`src/rtl/cpu_pkg.sv`:
```
// Shared fetch-stage types and default addresses.
// Used by fetch_ctrl, fetch_buf and fetch_ctrl_if.
package cpu_pkg;

    localparam logic [31:0] RESET_PC_DEF   = 32'h0000_3000;
    localparam logic [31:0] EXC_VECTOR_DEF = 32'h0000_4180;

    typedef enum logic [1:0] {
        IDLE  = 2'd0,
        RUN   = 2'd1,
        DRAIN = 2'd2
    } fetch_state_t;

    // Instruction addresses are word aligned; low bits of any target are dropped.
    function automatic logic [31:0] word_align(input logic [31:0] addr);
        return {addr[31:2], 2'b00};
    endfunction

endpackage

```
`src/rtl/fetch_ctrl_if.sv`:
```
// Fetch-stage bus: instruction-memory request channel plus the F/D boundary and redirect inputs.
// master = fetch_ctrl side, slave = memory / decode side.
interface fetch_ctrl_if;
    import cpu_pkg::*;

    logic        imem_req;
    logic [31:0] imem_addr;
    logic        imem_ack;
    logic [31:0] imem_rdata;

    logic        if_valid;
    logic [31:0] if_pc;
    logic [31:0] if_instr;
    logic        id_stall;

    logic        br_req;
    logic [31:0] br_target;
    logic        exc_req;
    logic        eret_req;
    logic [31:0] epc;

    modport master (
        output imem_req, imem_addr, if_valid, if_pc, if_instr,
        input  imem_ack, imem_rdata, id_stall, br_req, br_target,
        input  exc_req, eret_req, epc
    );

    modport slave (
        input  imem_req, imem_addr, if_valid, if_pc, if_instr,
        output imem_ack, imem_rdata, id_stall, br_req, br_target,
        output exc_req, eret_req, epc
    );

endinterface

```
`src/rtl/fetch_buf.sv`:
```
// Single-entry F/D output buffer: flush beats fill, fill beats consume,
// so a consume in the same cycle as a fill keeps one instruction per cycle flowing.
module fetch_buf
    import cpu_pkg::*;
(
    input  logic        clk,
    input  logic        reset_n,
    input  logic        fill,
    input  logic [31:0] fill_pc,
    input  logic [31:0] fill_instr,
    input  logic        consume,
    input  logic        flush,
    output logic        valid,
    output logic [31:0] pc,
    output logic [31:0] instr
);

    logic        valid_reg;
    logic [31:0] pc_reg;
    logic [31:0] instr_reg;

    always_ff @(posedge clk or negedge reset_n) begin
        if (!reset_n) begin
            valid_reg <= 1'b0;
            pc_reg    <= '0;
            instr_reg <= '0;
        end else if (flush) begin
            valid_reg <= 1'b0;
        end else if (fill) begin
            valid_reg <= 1'b1;
            pc_reg    <= fill_pc;
            instr_reg <= fill_instr;
        end else if (consume) begin
            valid_reg <= 1'b0;
        end
    end

    assign valid = valid_reg;
    assign pc    = pc_reg;
    assign instr = instr_reg;

endmodule

```
`src/rtl/fetch_ctrl.sv`:
```
// Fetch sequencer: owns the PC, issues imem requests, applies delayed (MIPS delay-slot) redirects.
// Exception/eret entry with DRAIN of an outstanding request is built only with FETCH_CTRL_EXC_EN.
module fetch_ctrl
    import cpu_pkg::*;
#(
    parameter logic [31:0] RESET_PC   = RESET_PC_DEF,
    parameter logic [31:0] EXC_VECTOR = EXC_VECTOR_DEF
)
(
    input  logic         clk,
    input  logic         reset_n,
    fetch_ctrl_if.master bus
);

    fetch_state_t state_reg;
    logic [31:0]  pc_reg;
    logic         lock_reg;
    logic         redir_vld_reg;
    logic [31:0]  redir_pc_reg;
    logic [31:0]  pend_pc_reg;

    logic         req;
    logic         fire;
    logic         consume;
    logic         fill;
    logic         br_accept;
    logic [31:0]  br_pc;
    logic         exc_hit;
    logic [31:0]  exc_pc;
    logic         drain_needed;

    logic         buf_valid;
    logic [31:0]  buf_pc;
    logic [31:0]  buf_instr;

`ifdef FETCH_CTRL_EXC_EN
    assign exc_hit = bus.exc_req | bus.eret_req;
    assign exc_pc  = bus.exc_req ? EXC_VECTOR : word_align(bus.epc);
`else
    logic unused_exc;
    assign unused_exc = ^{bus.exc_req, bus.eret_req, bus.epc, EXC_VECTOR};
    assign exc_hit    = 1'b0;
    assign exc_pc     = '0;
`endif

    // A locked request keeps going regardless of stall so the address never moves under it.
    assign req          = lock_reg | ((state_reg == RUN) & (!buf_valid | !bus.id_stall));
    assign fire         = req & bus.imem_ack;
    assign consume      = buf_valid & !bus.id_stall;
    assign fill         = fire & (state_reg == RUN) & !exc_hit;
    assign br_pc        = word_align(bus.br_target);
    assign br_accept    = bus.br_req & !bus.id_stall & (state_reg == RUN) & !exc_hit;
    assign drain_needed = req & !bus.imem_ack;

    always_ff @(posedge clk or negedge reset_n) begin
        if (!reset_n) begin
            state_reg     <= IDLE;
            pc_reg        <= RESET_PC;
            lock_reg      <= 1'b0;
            redir_vld_reg <= 1'b0;
            redir_pc_reg  <= '0;
            pend_pc_reg   <= '0;
        end else begin
            if (fire) begin
                lock_reg <= 1'b0;
            end else if (req) begin
                lock_reg <= 1'b1;
            end

            case (state_reg)
                IDLE: begin
                    state_reg <= RUN;
                    if (exc_hit) begin
                        pc_reg <= exc_pc;
                    end
                end

                RUN: begin
                    if (exc_hit) begin
                        redir_vld_reg <= 1'b0;
                        // An unacked request must finish at its current address before the PC moves.
                        if (drain_needed) begin
                            state_reg   <= DRAIN;
                            pend_pc_reg <= exc_pc;
                        end else begin
                            pc_reg <= exc_pc;
                        end
                    end else if (fire) begin
                        // The acked fetch is the delay slot of any redirect seen so far.
                        if (br_accept) begin
                            pc_reg <= br_pc;
                        end else if (redir_vld_reg) begin
                            pc_reg <= redir_pc_reg;
                        end else begin
                            pc_reg <= pc_reg + 32'd4;
                        end
                        redir_vld_reg <= 1'b0;
                    end else if (br_accept) begin
                        redir_vld_reg <= 1'b1;
                        redir_pc_reg  <= br_pc;
                    end
                end

                DRAIN: begin
                    if (fire) begin
                        state_reg <= RUN;
                        pc_reg    <= exc_hit ? exc_pc : pend_pc_reg;
                    end else if (exc_hit) begin
                        pend_pc_reg <= exc_pc;
                    end
                end

                default: state_reg <= IDLE;
            endcase
        end
    end

    fetch_buf u_buf (
        .clk        (clk),
        .reset_n    (reset_n),
        .fill       (fill),
        .fill_pc    (pc_reg),
        .fill_instr (bus.imem_rdata),
        .consume    (consume),
        .flush      (exc_hit),
        .valid      (buf_valid),
        .pc         (buf_pc),
        .instr      (buf_instr)
    );

    assign bus.imem_req  = req;
    assign bus.imem_addr = pc_reg;
    assign bus.if_valid  = buf_valid;
    assign bus.if_pc     = buf_pc;
    assign bus.if_instr  = buf_instr;

endmodule

```
`src/flat_wrapper.sv`:
```
// flat-port wrapper written by rule: the top's interface ports become plain ports
module fetch_ctrl_flat import cpu_pkg::*;
#(
    parameter logic [31:0] RESET_PC   = RESET_PC_DEF,
    parameter logic [31:0] EXC_VECTOR = EXC_VECTOR_DEF
)
  (clk, reset_n, bus_imem_req, bus_imem_addr, bus_if_valid, bus_if_pc, bus_if_instr, bus_imem_ack, bus_imem_rdata, bus_id_stall, bus_br_req, bus_br_target, bus_exc_req, bus_eret_req, bus_epc);
  fetch_ctrl_if bus_i ();
  input  logic clk;
  input  logic reset_n;
  output wire logic [$bits(bus_i.imem_req)-1:0] bus_imem_req;
  output wire logic [$bits(bus_i.imem_addr)-1:0] bus_imem_addr;
  output wire logic [$bits(bus_i.if_valid)-1:0] bus_if_valid;
  output wire logic [$bits(bus_i.if_pc)-1:0] bus_if_pc;
  output wire logic [$bits(bus_i.if_instr)-1:0] bus_if_instr;
  input wire logic [$bits(bus_i.imem_ack)-1:0] bus_imem_ack;
  input wire logic [$bits(bus_i.imem_rdata)-1:0] bus_imem_rdata;
  input wire logic [$bits(bus_i.id_stall)-1:0] bus_id_stall;
  input wire logic [$bits(bus_i.br_req)-1:0] bus_br_req;
  input wire logic [$bits(bus_i.br_target)-1:0] bus_br_target;
  input wire logic [$bits(bus_i.exc_req)-1:0] bus_exc_req;
  input wire logic [$bits(bus_i.eret_req)-1:0] bus_eret_req;
  input wire logic [$bits(bus_i.epc)-1:0] bus_epc;
  assign bus_imem_req = bus_i.imem_req;
  assign bus_imem_addr = bus_i.imem_addr;
  assign bus_if_valid = bus_i.if_valid;
  assign bus_if_pc = bus_i.if_pc;
  assign bus_if_instr = bus_i.if_instr;
  assign bus_i.imem_ack = bus_imem_ack;
  assign bus_i.imem_rdata = bus_imem_rdata;
  assign bus_i.id_stall = bus_id_stall;
  assign bus_i.br_req = bus_br_req;
  assign bus_i.br_target = bus_br_target;
  assign bus_i.exc_req = bus_exc_req;
  assign bus_i.eret_req = bus_eret_req;
  assign bus_i.epc = bus_epc;
  fetch_ctrl #(.RESET_PC(RESET_PC), .EXC_VECTOR(EXC_VECTOR)) u_core (.clk(clk), .reset_n(reset_n), .bus(bus_i));
endmodule
```
`config.mk`:
```
export PLATFORM = sky130hd
export DESIGN_NAME = fetch_ctrl_flat
export DESIGN_NICKNAME = d
export VERILOG_FILES = /design/src/rtl/cpu_pkg.sv /design/src/rtl/fetch_ctrl_if.sv /design/src/rtl/fetch_buf.sv /design/src/rtl/fetch_ctrl.sv /design/src/flat_wrapper.sv
export SDC_FILE = /design/constraint.sdc
export NUM_CORES = 1
export LEC_CHECK = 0
export BUFFER_PORTS_ARGS = -buffer_cell sky130_fd_sc_hd__buf_4
export CAP_MARGIN = 20
export CORE_MARGIN = 8
export CORE_UTILIZATION = 56
export CTS_BUF_LIST = sky130_fd_sc_hd__clkbuf_8
export CTS_CLUSTER_DIAMETER = 50
export DETAILED_ROUTE_END_ITERATION = 10
export PLACE_DENSITY = 0.87
export SLEW_MARGIN = 10
export SYNTH_ARGS = -nofsm -noshare
export SYNTH_HDL_FRONTEND = slang
export SYNTH_SLANG_ARGS = --single-unit
```
`constraint.sdc`:
```
create_clock -name clk -period 4.48 [get_ports clk]
set_input_delay 0.224 -clock clk [delete_from_list [all_inputs] [get_ports clk]]
set_output_delay 0.224 -clock clk [all_outputs]
set_load 0.005 [all_outputs]
```
==> results of run 1 <==
==> how the worst max path moves through the flow <==
stage          slack [ps]                       end  cells past startpoint
2_1_floorplan        2620  u_core.bus.imem_addr[26]                      8
3_3_place_gp         2030  u_core.bus.imem_addr[27]                      6
3_5_place_dp         1930  u_core.bus.imem_addr[27]                      6
4_1_cts              1910  u_core.bus.imem_addr[27]                      6
5_1_grt              1760  u_core.bus.imem_addr[27]                      6
6_report             1920  u_core.bus.imem_addr[27]                      6
==> worst register-to-register path, stage by stage (launching register included) <==
cell     delay (ps)
dfrtp_1         390
and3b_1         350
or2_4           520
buf_4           640
or3_1           220
mux2i_1          70
a211o_1         270
==> repair_timing <==
| action | in CTS | in global routing |
|---|---|---|
| buffers inserted | 0 | 0 |
| endpoints found under the hold margin | 33 | 90 |
| hold buffers | 33 | 1 |
==> cells by family after synthesis <==
kind of cell | share of synthesized area (%)
mux | 6.28
compound gates | 11.8
other cells | 0.125
fa+ha+maj | 0.208
xor+xnor | 1.46
flops | 52.5
simple gates | 23.4
buf+inv | 4.31
==> cells in the final DEF (no fill, tap or decap), drive strengths merged, types with 4 or more instances in the layout <==
cell,netlist,final
xor2,5,5
mux2i,4,4
o22ai,4,4
buf,12,165
nand2b,4,4
conb,2,5
inv,4,6
nor3,11,11
nand4,13,13
o21ai,27,27
clkbuf,32,18
and4,4,4
a21oi,41,41
dfrtp,124,124
and3,4,4
bufinv,1,6
nor2,22,22
dlygate4sd3,0,34
a221oi,4,4
nand2,208,208
xnor2,5,5
mux2,30,30
a211o,4,4
o211ai,9,9
nand3,21,21
==> final cells by class <==
cell class              count  area share [%]
multi-input cells         474            32.7
clock buffers              18            3.09
clock inverters            13            2.65
well taps                 140            2.18
flip-flops and latches    126            39.3
inverters                   5           0.405
repair buffers            199            19.7
==> metal layers <==
layer / vias to the layer above / GRT usage [%] / share of wire, %
met5: - / 0 / 0.073
met4: 2 / 10.5 / 2.7
met2: 291 / 39.5 / 48
li1: 2562 / - / -
met3: 50 / 9.63 / 11
met1: 2689 / 29.8 / 39
==> through the flow <==
step	worst slack, ps	instances	hold WS (ps)
floorplan	2620	649	-71.6
global placement	2030	910	402
detailed placement	1930	910	404
CTS	1910	974	11.3
global route	1760	975	7.41
finish	1920	975	20.5
==> cell usage after synthesis, types with 5 or more instances <==
| library cell | count |
|---|---|
| nand2_1 | 206 |
| dfrtp_1 | 124 |
| a21oi_1 | 41 |
| clkbuf_1 | 30 |
| mux2_2 | 30 |
| o21ai_0 | 27 |
| nor2_1 | 22 |
| nand3_1 | 21 |
| nand4_1 | 11 |
| nor3_1 | 11 |
| o211ai_1 | 9 |
| xnor2_1 | 5 |
| xor2_1 | 5 |
==> power breakdown <==
group	switching [uW]	leakage (uW)	internal [uW]
logic	430	0.00213	509
registers	251	0.00152	1390
clock network	459	0.000222	678
==> flow_summary.json, run 1 <==
{
  "finalPower_uw": 3720,
  "synth_top_area_cell": "dfrtp_1",
  "ys_types": 64,
  "start_util_pct": 56.5,
  "outcome": "completed",
  "startpoint": "u_core.lock_reg",
  "rsz0062_at_grt": "false",
  "synth_seq_area_share_pct": 52.5,
  "clockBufferDepth": 2,
  "cts_inserted_buffers": 17,
  "avgRoutedWirePerCell_um": 18.3,
  "initialDrtViolationCount": 621,
  "setup_viol": 0,
  "portBuffers": 160,
  "io_pins": 201,
  "multi_input_area_mm2": 0.00262,
  "tightest_slew_ps": 1020,
  "rrSetupSlack_ps": 1920,
  "r2r-start": "u_core.lock_reg",
  "grtUsageTotal_pct": 24.9,
  "path_max_fanout": 64,
  "globalplace.congestion": 0.864,
  "grt.overflow.total": 0,
  "drive_above_1_share_pct": 29.1,
  "vdd_drop_max_mv": 0.203,
  "final_cell_area_mm2": 0.00803,
  "final_util_pct": 75.4,
  "drc": 0,
  "ctsResizeCount": 0,
  "htree_levels": 4,
  "worst_ep_required_time_ps": 4800,
  "min_from": "bus_br_target[31]",
  "synthArstFlopShare_pct": 100,
  "fin_crit_ps": 2560,
  "fmax_mhz": 391,
  "ys.flop_type": "dfrtp_1",
  "placed_cell_area_mm2": 0.00723,
  "netlist_area_mm2": 0.00601,
  "nFillCells": 747,
  "via_count": 5594,
  "ys_warn_count": 0,
  "grt_pass1_vias": 5640,
  "nets": 927,
  "worstReg2RegEnd": "u_core.bus.imem_addr[27]",
  "grt_pass1_wl_um": 28600,
  "rr_worst_depth": 6,
  "ant_nets": 0,
  "skew_ps": 8.59,
  "worstSetupEndpointType": "flip-flop",
  "synth_edf_count": 0,
  "hold_path_end": "u_core.redir_pc_reg[31]",
  "tritoncts": "yes",
  "largest_reg_flops": 32,
  "clk_pin_slew_ps": 70,
  "drt_pre_antenna_iters": 5,
  "hold_depth": 2,
  "max_cap_viol_count": 0,
  "max-slew-margin-rel_pct": 32.3,
  "viasPerCell": 5.74,
  "areaGrowthSynthToFinish_pct": 33.5,
  "cts_root_buffer": "clkbuf_8",
  "hold_viol": 0,
  "fin_crit_sh_pct": 57.1,
  "grt_max_degree": 94,
  "slew_viol_final": 0,
  "ys_ff_latch": 126,
  "path_class": "flip-flop to flip-flop",
  "coreArea_mm2": 0.0107,
  "hp-class": "primary input to flip-flop",
  "critPathBufInv": 1,
  "cp-start-kind": "flip-flop",
  "hpwlAfterDp_um": 11600,
  "synth.top_cell.area_share_pct": 51.6,
  "fin_setup_tns_ps": 0,
  "slowest_delay_ps": 630,
  "die_area_mm2": 0.0143,
  "syn_inst": 646,
  "cts_sinks": 126,
  "insertion_delay_ps": 440,
  "wl_um": 17800,
  "critPathSlowestCell": "buf_4",
  "worstPathCellList": "and3b_1 > or2_4 > buf_4 > or3_1 > mux2i_1 > a211o_1",
  "arrival_ps": 2880,
  "p_leak_uw": 0.00386,
  "row_count": 38,
  "antenna_found_initial": 1,
  "path_delay_family": "simple AND/OR/NAND/NOR gates",
  "cellPowerDensity_mw_per_mm2": 463,
  "dieHeight_um": 120,
  "antenna_cells": 0,
  "synth_area_leaders": "dfrtp_1, nand2_1, mux2_2, a21oi_1, o21ai_0",
  "die_w_um": 120,
  "register_area_mm2": 0.00316,
  "avgSynthCellArea_um2": 9.31
}
No activity file was read; power rests on OpenSTA's default activity.
==> run 2: changes to the inputs <==
ABC_AREA = 1   (was unset)
CORE_UTILIZATION = 53   (was 56)
PLACE_DENSITY = 0.83   (was 0.87)
clock period = 2.45 ns   (was 4.48 ns; I/O delays follow)
==> flow_summary.json, run 2 <==
{
  "synth.top_cell.area_share_pct": 49.7,
  "crit_cells": 7,
  "outcome": "completed",
  "hpwlAfterDp_um": 12400,
  "ant_nets": 0,
  "p_leak_uw": 0.00457,
  "globalplace.congestion": 0.947,
  "vdd_drop_max_mv": 0.533,
  "drt_pre_antenna_iters": 5,
  "die_area_mm2": 0.0155,
  "row_count": 39,
  "grtUsageTotal_pct": 24.5,
  "worstPathCellList": "nand2_1 > a21o_2 > nand3_4 > inv_2 > buf_12 > nand2_1 > nand2_1",
  "synth_area_leaders": "dfrtp_1, nand2_1, o21ai_0, a21oi_1, inv_1",
  "placed_cell_area_mm2": 0.00752,
  "clk_pin_slew_ps": 70,
  "grt.overflow.total": 0,
  "die_w_um": 125,
  "portBuffers": 160,
  "drive_above_1_share_pct": 23.3,
  "netlist_area_mm2": 0.00625,
  "holdBufCountCts": 65,
  "final_cell_area_mm2": 0.00857,
  "grt_pass1_vias": 6066,
  "fmax_mhz": 523,
  "coreArea_mm2": 0.0115,
  "slew_viol_final": 0,
  "pwr-share-comb_pct": 30.8,
  "rrSetupSlack_ps": 540,
  "cellPowerDensity_mw_per_mm2": 828,
  "pwr-share-clk_pct": 25.7,
  "ys_types": 36,
  "nets": 1107,
  "cts_inserted_buffers": 17,
  "grt_max_degree": 63,
  "intPower_uw": 4740,
  "drc": 0,
  "dieHeight_um": 125,
  "rr_worst_depth": 7,
  "final_common_cell": "nand2_1",
  "ctsResizeCount": 0,
  "fin_hold_ws_ps": 122,
  "slowest_delay_ps": 470,
  "cp-start-kind": "flip-flop",
  "ys_ff_latch": 126,
  "synth_top_area_cell": "dfrtp_1",
  "r2r-start": "u_core.u_buf.valid",
  "max-slew-margin-rel_pct": 60.8,
  "io_pins": 201,
  "setup_viol": 0,
  "viasPerCell": 5.23,
  "ys.flop_type": "dfrtp_1",
  "worstSetupEndpointType": "flip-flop",
  "synthArstFlopShare_pct": 100,
  "synth_edf_count": 0,
  "layout_common_cells": "nand2_1, buf_4, dfrtp_1, dlygate4sd3_1, inv_1",
  "critPathSlowestCell": "inv_2",
  "cts_root_buffer": "clkbuf_8",
  "startpoint": "u_core.u_buf.valid",
  "critPathBufInv": 2,
  "tritoncts": "yes",
  "grt_pass1_wl_um": 31200,
  "arrival_ps": 2290,
  "rsz0062_at_grt": "false",
  "clockBufferDepth": 2,
  "worst_ep_required_time_ps": 2820,
  "via_count": 6054,
  "initialDrtViolationCount": 523,
  "start_util_pct": 54.5,
  "hp-class": "primary input to async pin",
  "worstReg2RegEnd": "u_core.u_buf.instr[18]",
  "avgSynthCellArea_um2": 7.96,
  "crit_end": "u_core.u_buf.instr[18]",
  "antenna_cells": 0,
  "yosysMostFrequentCell": "nand2_1",
  "cts_sinks": 126,
  "fin_crit_sh_pct": 78.1,
  "final_util_pct": 74.7,
  "areaGrowthSynthToFinish_pct": 37.2,
  "path_class": "flip-flop to flip-flop",
  "avgRoutedWirePerCell_um": 16.3,
  "synth_seq_area_share_pct": 50.5,
  "wl_um": 18900,
  "cpMostUsedCell": "nand2_1",
  "insertion_delay_ps": 440,
  "path_max_fanout": 28,
  "syn_inst": 785,
  "tightest_slew_ps": 588,
  "switching_share_pct": 33.2,
  "max_cap_viol_count": 0,
  "fin_crit_ps": 1910,
  "post-cts-setup-buffers": 0,
  "fin_setup_tns_ps": 0,
  "path_delay_family": "buffers and inverters",
  "htree_levels": 4,
  "ys_warn_count": 0,
  "antenna_found_initial": 0,
  "p_sw_uw": 2350,
  "yosys-top-cells-count": "nand2_1, dfrtp_1, inv_1, nor2_1, o21ai_0",
  "largest_reg_flops": 32,
  "skew_ps": 10.7,
  "hold_viol": 0,
  "seqPwrFrac_pct": 43.5
}
-- run 2: changes by cell type after synthesis, sizes merged, moves of 12 or more --
cell | before | now
buf | 12 | 30
clkbuf | 32 | 8
nand3 | 21 | 37
nand4 | 13 | 1
mux2 | 30 | 14
inv | 4 | 57
nor2 | 22 | 64
nand2 | 208 | 320
o21ai | 27 | 55
-- run 2: how the worst min path moves through the flow --
stage / from / end / slack [ps] / depth (start not counted)
5_1_grt: reset_n / u_core.u_buf.instr[27] / 120 / 2
3_3_place_gp: reset_n / u_core.u_buf.instr[31] / 30 / 1
6_report: reset_n / u_core.u_buf.instr[27] / 120 / 2
3_5_place_dp: reset_n / u_core.u_buf.instr[27] / 40 / 1
2_1_floorplan: reset_n / u_core.bus.imem_addr[10] / -170 / 0
4_1_cts: reset_n / u_core.u_buf.instr[27] / 110 / 2
-- run 2: layout make-up --
type / count / area (um^2)
well taps: 143 / 179
flip-flops and latches: 126 / 3160
inverters: 57 / 214
fillers: 853 / 2900
clock buffers: 23 / 317
clock inverters: 8 / 87.6
repair buffers: 234 / 1970
multi-input cells: 567 / 2650
-- run 2: cell families (layout without fill, tap and decap cells) --
logic type / count (synthesis) / in the layout / share of synthesized area [%]
muxes: 14 / 14 / 3.06
adders and majority gates: 1 / 1 / 0.200
other: 2 / 5 / 0.120
buffers and inverters: 95 / 322 / 7.41
AOI/OAI and AO/OA: 116 / 116 / 9.97
DFF: 126 / 126 / 50.5
and+or+nand+nor: 426 / 426 / 28.0
xor gates and xnor gates: 5 / 5 / 0.701
-- run 2: metrics by stage --
step | cells | total power [uW] | setup slack [ps]
floorplan | 788 | 4040 | 944
global route | 1158 | 7520 | 393
detailed placement | 1062 | 5180 | 546
global placement | 1062 | 5100 | 600
finish | 1158 | 7100 | 538
CTS | 1158 | 7090 | 536
-- run 2: power groups by stage --
stage / sequential (uW) / combinational, uW / clock [uW]
global placement: 3070 / 2030 / 0
finish: 3090 / 2190 / 1820
CTS: 3070 / 2180 / 1840
global route: 3150 / 2430 / 1950
detailed placement: 3100 / 2090 / 0
floorplan: 3010 / 1030 / 0
-- run 2: layer usage --
metal | part of all wire [%] | GRT usage, %
met1 | 41 | 30.2
met2 | 48 | 38.7
met3 | 9.4 | 8.47
met4 | 2.3 | 9.92
met5 | 0 | 0
==> run 3: changes to the inputs <==
ABC_AREA = 0   (was 1)
CORE_UTILIZATION = 47   (was 53)
PLACE_DENSITY = 0.78   (was 0.83)
clock period = 1.6 ns   (was 2.45 ns; I/O delays follow)
==> flow_summary.json, run 3 (synthesis gave the netlist of run 1 again) <==
{
  "outcome": "finished, violations left",
  "violations": "negative setup slack",
  "cts_sinks": 126,
  "worst_ep_required_time_ps": 1980,
  "worstSetupEndpointType": "flip-flop",
  "fin_crit_ps": 1810,
  "cts_root_buffer": "clkbuf_8",
  "worstReg2RegEnd": "u_core.bus.imem_addr[29]",
  "cts_inserted_buffers": 17,
  "hp-class": "primary input to async pin",
  "setup_viol": 52,
  "worstPathCellList": "and3_4 > nand4_1 > nor4_2 > or4b_1 > nand3_1",
  "max-slew-margin-rel_pct": 62.0,
  "via_count": 6554,
  "grtUsageTotal_pct": 25.9,
  "coreArea_mm2": 0.0126,
  "hpwlAfterDp_um": 13600,
  "tritoncts": "yes",
  "drive_above_1_share_pct": 45.7,
  "cellPowerDensity_mw_per_mm2": 1140,
  "clk_pin_slew_ps": 70,
  "rsz0062_at_grt": "true",
  "start_util_pct": 47.8,
  "tightest_slew_ps": 564,
  "ant_nets": 0,
  "p_sw_uw": 3670,
  "die_area_mm2": 0.0167,
  "avgRoutedWirePerCell_um": 20.2,
  "pwr-share-comb_pct": 34.9,
  "drt_pre_antenna_iters": 5,
  "nets": 1080,
  "arrival_ps": 2190,
  "rr_worst_depth": 5,
  "areaGrowthSynthToFinish_pct": 68.4,
  "final_common_cell": "buf_4",
  "placed_cell_area_mm2": 0.00795,
  "setup_ws_ps": -209,
  "largest_reg_flops": 32,
  "viasPerCell": 5.65,
  "rrSetupSlack_ps": -210,
  "io_pins": 201,
  "hold_viol": 0,
  "path_class": "flip-flop to flip-flop",
  "critPathSlowestCell": "dfstp_2",
  "final_cell_area_mm2": 0.0101,
  "pwr-share-clk_pct": 26.4,
  "dieHeight_um": 129,
  "grt.overflow.total": 0,
  "grt_pass1_wl_um": 33800,
  "fin_crit_sh_pct": 113,
  "globalplace.congestion": 0.873,
  "max_cap_viol_count": 0,
  "switching_share_pct": 31.8,
  "portBuffers": 160,
  "grt_pass1_vias": 6562,
  "initialDrtViolationCount": 619,
  "slew_viol_final": 0,
  "fin_hold_ws_ps": 125,
  "antenna_found_initial": 0,
  "clockBufferDepth": 2,
  "finalPower_uw": 11600,
  "layout_common_cells": "buf_4, nand2_1, dfrtp_1, dlygate4sd3_1, mux2_4",
  "seqPwrFrac_pct": 38.8,
  "fmax_mhz": 553,
  "vdd_drop_max_mv": 0.779,
  "p_leak_uw": 0.00491,
  "path_max_fanout": 2,
  "die_w_um": 129,
  "row_count": 41,
  "intPower_uw": 7890,
  "drc": 0,
  "htree_levels": 4,
  "insertion_delay_ps": 450,
  "slowest_delay_ps": 530,
  "r2r-start": "u_core.bus.imem_addr[12]",
  "grt_max_degree": 41,
  "wl_um": 23400,
  "skew_ps": 9.67,
  "cp-start-kind": "flip-flop"
}
run 3: cell types whose count changed in the layout (fill, tap and decap cells not counted), sizes merged, moves of 28 or more:
cell / delta
nand2: -112
inv: -50
o21ai: -28
buf: +112
nor2: -42
run 3: per-layer routing:
metal / GRT usage, % / share of wire [%]
met1: 31.2 / 38
met2: 42.2 / 49
met3: 7.11 / 8.9
met4: 12.1 / 4.0
met5: 0 / 0
run 3: worst max path at each step:
| stage | to | startpoint | cells after the start | slack [ps] |
|---|---|---|---|---|
| floorplan | u_core.bus.imem_addr[26] | u_core.bus.imem_addr[2] | 8 | -200 |
| global placement | u_core.bus.imem_addr[29] | u_core.bus.imem_addr[12] | 5 | -120 |
| detailed placement | u_core.bus.imem_addr[9] | u_core.lock_reg | 6 | -180 |
| CTS | u_core.bus.imem_addr[29] | u_core.bus.imem_addr[12] | 5 | -140 |
| global route | u_core.bus.imem_addr[26] | u_core.bus.imem_addr[15] | 6 | -260 |
| finish | u_core.bus.imem_addr[29] | u_core.bus.imem_addr[12] | 5 | -210 |
run 3: critical path: cells and delay by family, from the launching register on:
kind | cells | cell delay, ps
DFF | 1 | 530
and+or+nand+nor | 5 | 1200
run 3: layout make-up:
class,instances,area (um^2)
flip-flops and latches,126,3160
well taps,172,215
clock inverters,10,145
diodes,1,2.50
repair buffers,352,3130
inverters,5,26.3
clock buffers,21,289
multi-input cells,474,3160
fillers,712,2440
run 3: power groups by stage:
| stage | combinational (uW) | sequential (uW) | clock (uW) |
|---|---|---|---|
| floorplan | 1250 | 4490 | 0 |
| global placement | 3120 | 4370 | 0 |
| detailed placement | 3210 | 4410 | 0 |
| CTS | 3600 | 4380 | 3060 |
| global route | 4320 | 4550 | 3220 |
| finish | 4030 | 4480 | 3050 |
run 3: timing repair:
item | in CTS | in global routing
endpoints found under the hold margin | 202 | 1
pin swaps | 16 | 41
hold buffers | 65 | 1
gates resized for setup | 66 | 131
cloned | 3 | 6
setup endpoints to repair | 73 | 102
buffers inserted | 14 | 19
run 3: through the flow:
| stage | std cells | TNS, ps | worst slack, ps | util, % |
|---|---|---|---|---|
| CTS | 1140 | -2520 | -136 | 75.5 |
| global placement | 1027 | -692 | -121 | 63.3 |
| floorplan | 649 | -1240 | -204 | - |
| finish | 1161 | -5450 | -209 | 80.6 |
| detailed placement | 1027 | -2420 | -183 | 63.3 |
| global route | 1160 | -8790 | -261 | 80.5 |
